### src/rtl/shifter_arbiter_if.sv
// Bundle of request, shifter and response signals for shifter_arbiter.
// The slave modport is the arbiter's view. The master modport is the view of
// the requesters, the shifter and the consumer.
interface shifter_arbiter_if #(
  parameter int NBits   = 32,
  parameter int SHAMT_W = 5
);
  logic               req0_valid;
  logic               req0_ready;
  logic [NBits-1:0]   req0_data;
  logic [SHAMT_W-1:0] req0_shamt;
  logic               req1_valid;
  logic               req1_ready;
  logic [NBits-1:0]   req1_data;
  logic [SHAMT_W-1:0] req1_shamt;
  logic [NBits-1:0]   shf_data;
  logic [SHAMT_W-1:0] shf_shamt;
  logic [NBits-1:0]   shf_result;
  logic               rsp_valid;
  logic               rsp_ready;
  logic               rsp_id;
  logic [NBits-1:0]   rsp_data;

  modport slave (
    input  req0_valid, req0_data, req0_shamt,
    input  req1_valid, req1_data, req1_shamt,
    input  shf_result, rsp_ready,
    output req0_ready, req1_ready, shf_data, shf_shamt,
    output rsp_valid, rsp_id, rsp_data
  );

  modport master (
    output req0_valid, req0_data, req0_shamt,
    output req1_valid, req1_data, req1_shamt,
    output shf_result, rsp_ready,
    input  req0_ready, req1_ready, shf_data, shf_shamt,
    input  rsp_valid, rsp_id, rsp_data
  );
endinterface

### src/rtl/shifter_arbiter.sv
// Round-robin arbiter that time-shares one combinational left shifter
// between two requesters. It handles one operation at a time:
// IDLE -> SHIFT -> RESP.
// Optional macro SHIFTER_ARB_BYPASS_EN: a request with shamt==0 skips SHIFT.
// Its operand goes straight into the response register.
module shifter_arbiter #(
  parameter int NBits   = 32,
  parameter int SHAMT_W = 5
) (
  input logic            clk,
  input logic            reset,
  shifter_arbiter_if.slave bus
);
  typedef enum logic [1:0] {IDLE, SHIFT, RESP} state_t;

  state_t             state;
  logic               last_grant;
  logic               id;
  logic               any;
  logic               grant;
  logic [NBits-1:0]   sel_data;
  logic [SHAMT_W-1:0] sel_shamt;

  // Pick the winner. If both requesters are valid, the one not served last wins.
  always_comb begin
    any       = bus.req0_valid | bus.req1_valid;
    grant     = (bus.req0_valid && bus.req1_valid) ? ~last_grant : bus.req1_valid;
    sel_data  = grant ? bus.req1_data  : bus.req0_data;
    sel_shamt = grant ? bus.req1_shamt : bus.req0_shamt;
  end

  // Readies are combinational and only assert in IDLE for the winner.
  assign bus.req0_ready = !reset && (state == IDLE) && any && !grant;
  assign bus.req1_ready = !reset && (state == IDLE) && any &&  grant;

  // Sequencer. All shifter inputs and response outputs are registered here.
  always_ff @(posedge clk) begin
    if (reset) begin
      state         <= IDLE;
      last_grant    <= 1'b1;
      id            <= 1'b0;
      bus.shf_data  <= '0;
      bus.shf_shamt <= '0;
      bus.rsp_valid <= 1'b0;
      bus.rsp_id    <= 1'b0;
      bus.rsp_data  <= '0;
    end else begin
      case (state)
        IDLE: begin
          if (any) begin
            id         <= grant;
            last_grant <= grant;
`ifdef SHIFTER_ARB_BYPASS_EN
            if (sel_shamt == '0) begin
              bus.rsp_data  <= sel_data;
              bus.rsp_id    <= grant;
              bus.rsp_valid <= 1'b1;
              state         <= RESP;
            end else begin
              bus.shf_data  <= sel_data;
              bus.shf_shamt <= sel_shamt;
              state         <= SHIFT;
            end
`else
            bus.shf_data  <= sel_data;
            bus.shf_shamt <= sel_shamt;
            state         <= SHIFT;
`endif
          end
        end
        SHIFT: begin
          bus.rsp_data  <= bus.shf_result;
          bus.rsp_id    <= id;
          bus.rsp_valid <= 1'b1;
          state         <= RESP;
        end
        RESP: begin
          if (bus.rsp_ready) begin
            bus.rsp_valid <= 1'b0;
            state         <= IDLE;
          end
        end
        default: state <= IDLE;
      endcase
    end
  end
endmodule
### src/flat_wrapper.sv
// flat-port wrapper written by rule: the top's interface ports become plain ports
module shifter_arbiter_flat 
#(
  parameter int NBits   = 32,
  parameter int SHAMT_W = 5
)
  (clk, reset, bus_req0_valid, bus_req0_data, bus_req0_shamt, bus_req1_valid, bus_req1_data, bus_req1_shamt, bus_shf_result, bus_rsp_ready, bus_req0_ready, bus_req1_ready, bus_shf_data, bus_shf_shamt, bus_rsp_valid, bus_rsp_id, bus_rsp_data);
  shifter_arbiter_if #(.NBits(NBits), .SHAMT_W(SHAMT_W)) bus_i ();
  input logic clk;
  input logic reset;
  input wire logic [$bits(bus_i.req0_valid)-1:0] bus_req0_valid;
  input wire logic [$bits(bus_i.req0_data)-1:0] bus_req0_data;
  input wire logic [$bits(bus_i.req0_shamt)-1:0] bus_req0_shamt;
  input wire logic [$bits(bus_i.req1_valid)-1:0] bus_req1_valid;
  input wire logic [$bits(bus_i.req1_data)-1:0] bus_req1_data;
  input wire logic [$bits(bus_i.req1_shamt)-1:0] bus_req1_shamt;
  input wire logic [$bits(bus_i.shf_result)-1:0] bus_shf_result;
  input wire logic [$bits(bus_i.rsp_ready)-1:0] bus_rsp_ready;
  output wire logic [$bits(bus_i.req0_ready)-1:0] bus_req0_ready;
  output wire logic [$bits(bus_i.req1_ready)-1:0] bus_req1_ready;
  output wire logic [$bits(bus_i.shf_data)-1:0] bus_shf_data;
  output wire logic [$bits(bus_i.shf_shamt)-1:0] bus_shf_shamt;
  output wire logic [$bits(bus_i.rsp_valid)-1:0] bus_rsp_valid;
  output wire logic [$bits(bus_i.rsp_id)-1:0] bus_rsp_id;
  output wire logic [$bits(bus_i.rsp_data)-1:0] bus_rsp_data;
  assign bus_i.req0_valid = bus_req0_valid;
  assign bus_i.req0_data = bus_req0_data;
  assign bus_i.req0_shamt = bus_req0_shamt;
  assign bus_i.req1_valid = bus_req1_valid;
  assign bus_i.req1_data = bus_req1_data;
  assign bus_i.req1_shamt = bus_req1_shamt;
  assign bus_i.shf_result = bus_shf_result;
  assign bus_i.rsp_ready = bus_rsp_ready;
  assign bus_req0_ready = bus_i.req0_ready;
  assign bus_req1_ready = bus_i.req1_ready;
  assign bus_shf_data = bus_i.shf_data;
  assign bus_shf_shamt = bus_i.shf_shamt;
  assign bus_rsp_valid = bus_i.rsp_valid;
  assign bus_rsp_id = bus_i.rsp_id;
  assign bus_rsp_data = bus_i.rsp_data;
  shifter_arbiter #(.NBits(NBits), .SHAMT_W(SHAMT_W)) u_core (.clk(clk), .reset(reset), .bus(bus_i));
endmodule
### config.mk
export PLATFORM = sky130hd
export DESIGN_NAME = shifter_arbiter_flat
export DESIGN_NICKNAME = d
export VERILOG_FILES = /design/src/rtl/shifter_arbiter_if.sv /design/src/rtl/shifter_arbiter.sv /design/src/flat_wrapper.sv
export SDC_FILE = /design/constraint.sdc
export NUM_CORES = 1
export LEC_CHECK = 0
export BUFFER_PORTS_ARGS = -buffer_cell sky130_fd_sc_hd__buf_2
export CAP_MARGIN = 20
export CORE_UTILIZATION = 25
export CTS_CLUSTER_DIAMETER = 120
export DETAILED_ROUTE_END_ITERATION = 16
export PLACE_DENSITY = 0.63
export SLEW_MARGIN = 15
export SYNTH_ARGS = -nofsm -noshare
export SYNTH_HDL_FRONTEND = slang
export SYNTH_SLANG_ARGS = --single-unit
### constraint.sdc
create_clock -name clk -period 1.4 [get_ports clk]
set_clock_uncertainty 0.2 [all_clocks]
set_input_delay 0.28 -clock clk [delete_from_list [all_inputs] [get_ports clk]]
set_output_delay 0.28 -clock clk [all_outputs]
set_load 0.02 [all_outputs]
==> reports/results.ini <==
[status]
status=finished with violations
violations=negative setup slack

[sta]
post-route-min-period_ns=1.696
rsz0062_at_grt=yes
tightest_slew_ns=0.6359
drv_slew=0
final_hold_viol_count=0
finalWorstSetupSlack_ns=-0.2955
setup_viol=75
period_share_pct=121.1
relSlewSlack_pct=57.61
clock.fmax_ghz=0.5898

[cells_and_area]
fin_area_sq_mm=0.005988
drive_gt1_share_pct=59.32
synthToLayoutAreaGrowth_pct=86.23
final_cells=794
antennaDiodeCount=0
nets=728
final_cell_mix=180 x buf_2, 108 x nand2_1, 72 x dfxtp_1, 39 x a21oi_2
layout_commonest_cell=buf_2

[routing]
drtPass1Iterations=4
vias=3730
remaining_drc_errors=0
ant_nets=0
finalWirelength_microns=12650
drt_iter0_drc=124
post_drt_via_cell_ratio=4.698
post_drt_wl_per_cell_microns=15.93

[global_routing]
grt.met3_usage_pct=3.870
grt_max_degree=40
grt_pass1_vias=3412
use_met2_pct=27.31
grt_use_met1_pct=16.61
antenna_found_initial=0
grt_usage_pct=15.27
top_usage_layer=met2
grt_overflow=0
grt_pass1_wl_microns=15660

[yosys]
synth_nets=493
synth_area_per_cell_sq_um=8.418
ys_seq_elements=75
synthSimpleGateAreaFrac_pct=18.75
synthAdderAreaFrac_pct=0
syn_inst=382
synth_area_sq_mm=0.003216
yosysTopAreaCellShare_pct=46.69
synth_warnings=0
yosysSeqAreaShare_pct=46.69
synth_top_area_cell=dfxtp_1
synth-xor-area-share_pct=0
synth_top_family_by_area=compound AO/OA/AOI/OAI gates
synth_area_leaders=dfxtp_1 47%, nand2_1 17%, a311oi_2 14%
synth.area.mux_share_pct=0
synth-compound-area-share_pct=28.64
synth.distinct_cells=25

[floorplanning]
io_pins=184
die_w_microns=115.4
coreArea_sq_mm=0.01257
fp.dieH_microns=115.4
die_area_sq_mm=0.01332
start_util_pct=25.58
num_rows=41

[critical_path]
worst-path-buf-inv=2
crit_family=flip-flops
critPathMaxStageDelay_ns=0.36
cp_cell_sequence=a21boi_4, buf_12, nor3_4, buf_6
critPathKind=reg -> out
cp-start-kind=register
critPathRequiredTime_ns=0.92
endpoint_kind=output port
crit_path_top_delay_cell=dfxtp_2
critPathMaxFanout=3
arrival_ns=1.22

[power_and_ir_drop]
clock_power_share_pct=37.3
pwr_density_cell_mw_per_mm2=1241
p_comb_share_pct=29.4
p_int_w=0.005265
p_leak_nw=2.712
p_seq_share_pct=33.3
max-vdd-ir-drop_mv=0.5089
switching_power_w=0.002165
swShare_pct=29.13

[clock_network]
ctsRootBufferMaster=clkbuf_16
clock-sinks=75
cts_made_buffers=9
clock_latency_ns=0.33
cts.path.max_buffers=2
cts.htree.levels=3
cts_tree=yes
clk_pin_slew_ns=0.06

[placement]
dp_cells=717
gp_congestion=0.7074
port-buffer-count=183
pre_cts_slack_ns=-0.3233
place_hpwl_microns=6674
post_dp_cell_area_sq_mm=0.004420

[worst_hold_path]
min_path_type=in -> reg

[job]
max_cap_viol_count=0

cells by family (layout without fill, tap and decap cells):
logic type / count (synthesis) / after routing
and+or+nand+nor: 154 / 155
AOI/OAI and AO/OA: 115 / 115
DFF: 75 / 75
buffers and inverters: 38 / 277
synth_stat cells:
master	instances
nor2_2	1
nor2b_1	1
buf_2	7
nand2_1	142
and2_1	1
dfxtp_1	75
nand2b_1	1
clkbuf_2	1
clkbuf_1	22
o21bai_1	1
a21bo_2	2
a311oi_2	30
nor3_1	1
a21boi_2	1
buf_1	2
a311oi_1	7
and3_1	1
buf_4	2
o21ai_0	1
or2_1	1
buf_6	4
nand3b_1	1
or3b_2	1
a21oi_1	73
nor2_1	3
stage by stage:
| stage | util [%] | power, W | setup TNS (ns) | hold slack (ns) |
|---|---|---|---|---|
| finish | 47.65 | 0.007430 | -7.214 | 0.01710 |
| global route | 47.65 | 0.007736 | -10.99 | 0.02406 |
| CTS | 41.71 | 0.006983 | -5.957 | 0.007103 |
| detailed placement | 35.17 | 0.004011 | -10.05 | 0.2439 |
| global placement | 35.17 | 0.003969 | -8.538 | 0.2392 |
| floorplan | - | 0.003496 | -2.336 | 0.2160 |
worst paths after layout:
check	from	end	slack, ns	depth (start not counted)
setup / recovery	u_core.last_grant	bus_req0_ready	-0.30	4
hold / removal	bus_req0_data[31]	u_core.bus.shf_data[31]	0.02	3
setup reg to reg	u_core.state[0]	u_core.bus.shf_data[10]	-0.16	6
hold reg to reg	u_core.id	u_core.bus.rsp_id	0.25	2
cell type report:
| cell class | count | area, sq um |
|---|---|---|
| fillers | 1138 | 6580 |
| repair buffers | 261 | 1979 |
| multi-input cells | 270 | 1927 |
| flip-flops and latches | 75 | 1505 |
| clock buffers | 12 | 266.5 |
| well taps | 172 | 215.2 |
| clock inverters | 4 | 95.09 |
worst register-to-register path: stages (launching register included):
cell and delay [ns]:
dfxtp_2 0.34, nor2_4 0.15, buf_6 0.13, buf_12 0.12
and2_4 0.22, clkbuf_16 0.17, a311oi_2 0.09
power by group through the flow:
stage	clock (W)	combinational, W	sequential, W
4_1_cts	0.00283	0.00169	0.00246
2_1_floorplan	0	0.000753	0.00274
3_5_place_dp	0	0.00151	0.00251
5_1_grt	0.00292	0.00233	0.00249
3_3_place_gp	0	0.00147	0.00250
6_report	0.00277	0.00219	0.00247
sequential cells by signal, summed over array words and instances (netlist names):
| name | flops |
|---|---|
| u_core.last_grant | 1 |
| u_core.id | 1 |
| u_core.bus.rsp_id | 1 |
| u_core.bus.rsp_valid | 1 |
| u_core.bus.shf_data | 32 |
| u_core.bus.rsp_data | 32 |
| u_core.bus.shf_shamt | 5 |
| u_core.state | 2 |
what timing repair did:
action | 4_1_cts | 5_1_grt
pin swaps | 4 | 47
hold endpoints to repair | 32 | 0
resized for setup | 13 | 101
setup buffers | 6 | 6
endpoints found under the setup margin | 39 | 72
hold buffers | 32 | 0
cloned | 2 | 15
per-layer routing:
| metal | routed length (microns) | vias up |
|---|---|---|
| met4 | 334 | 0 |
| met3 | 693 | 29 |
| met1 | 5119 | 1761 |
| met5 | 0 | - |
| met2 | 6502 | 151 |
| li1 | - | 1789 |
Power figures use the tool's default switching activity.
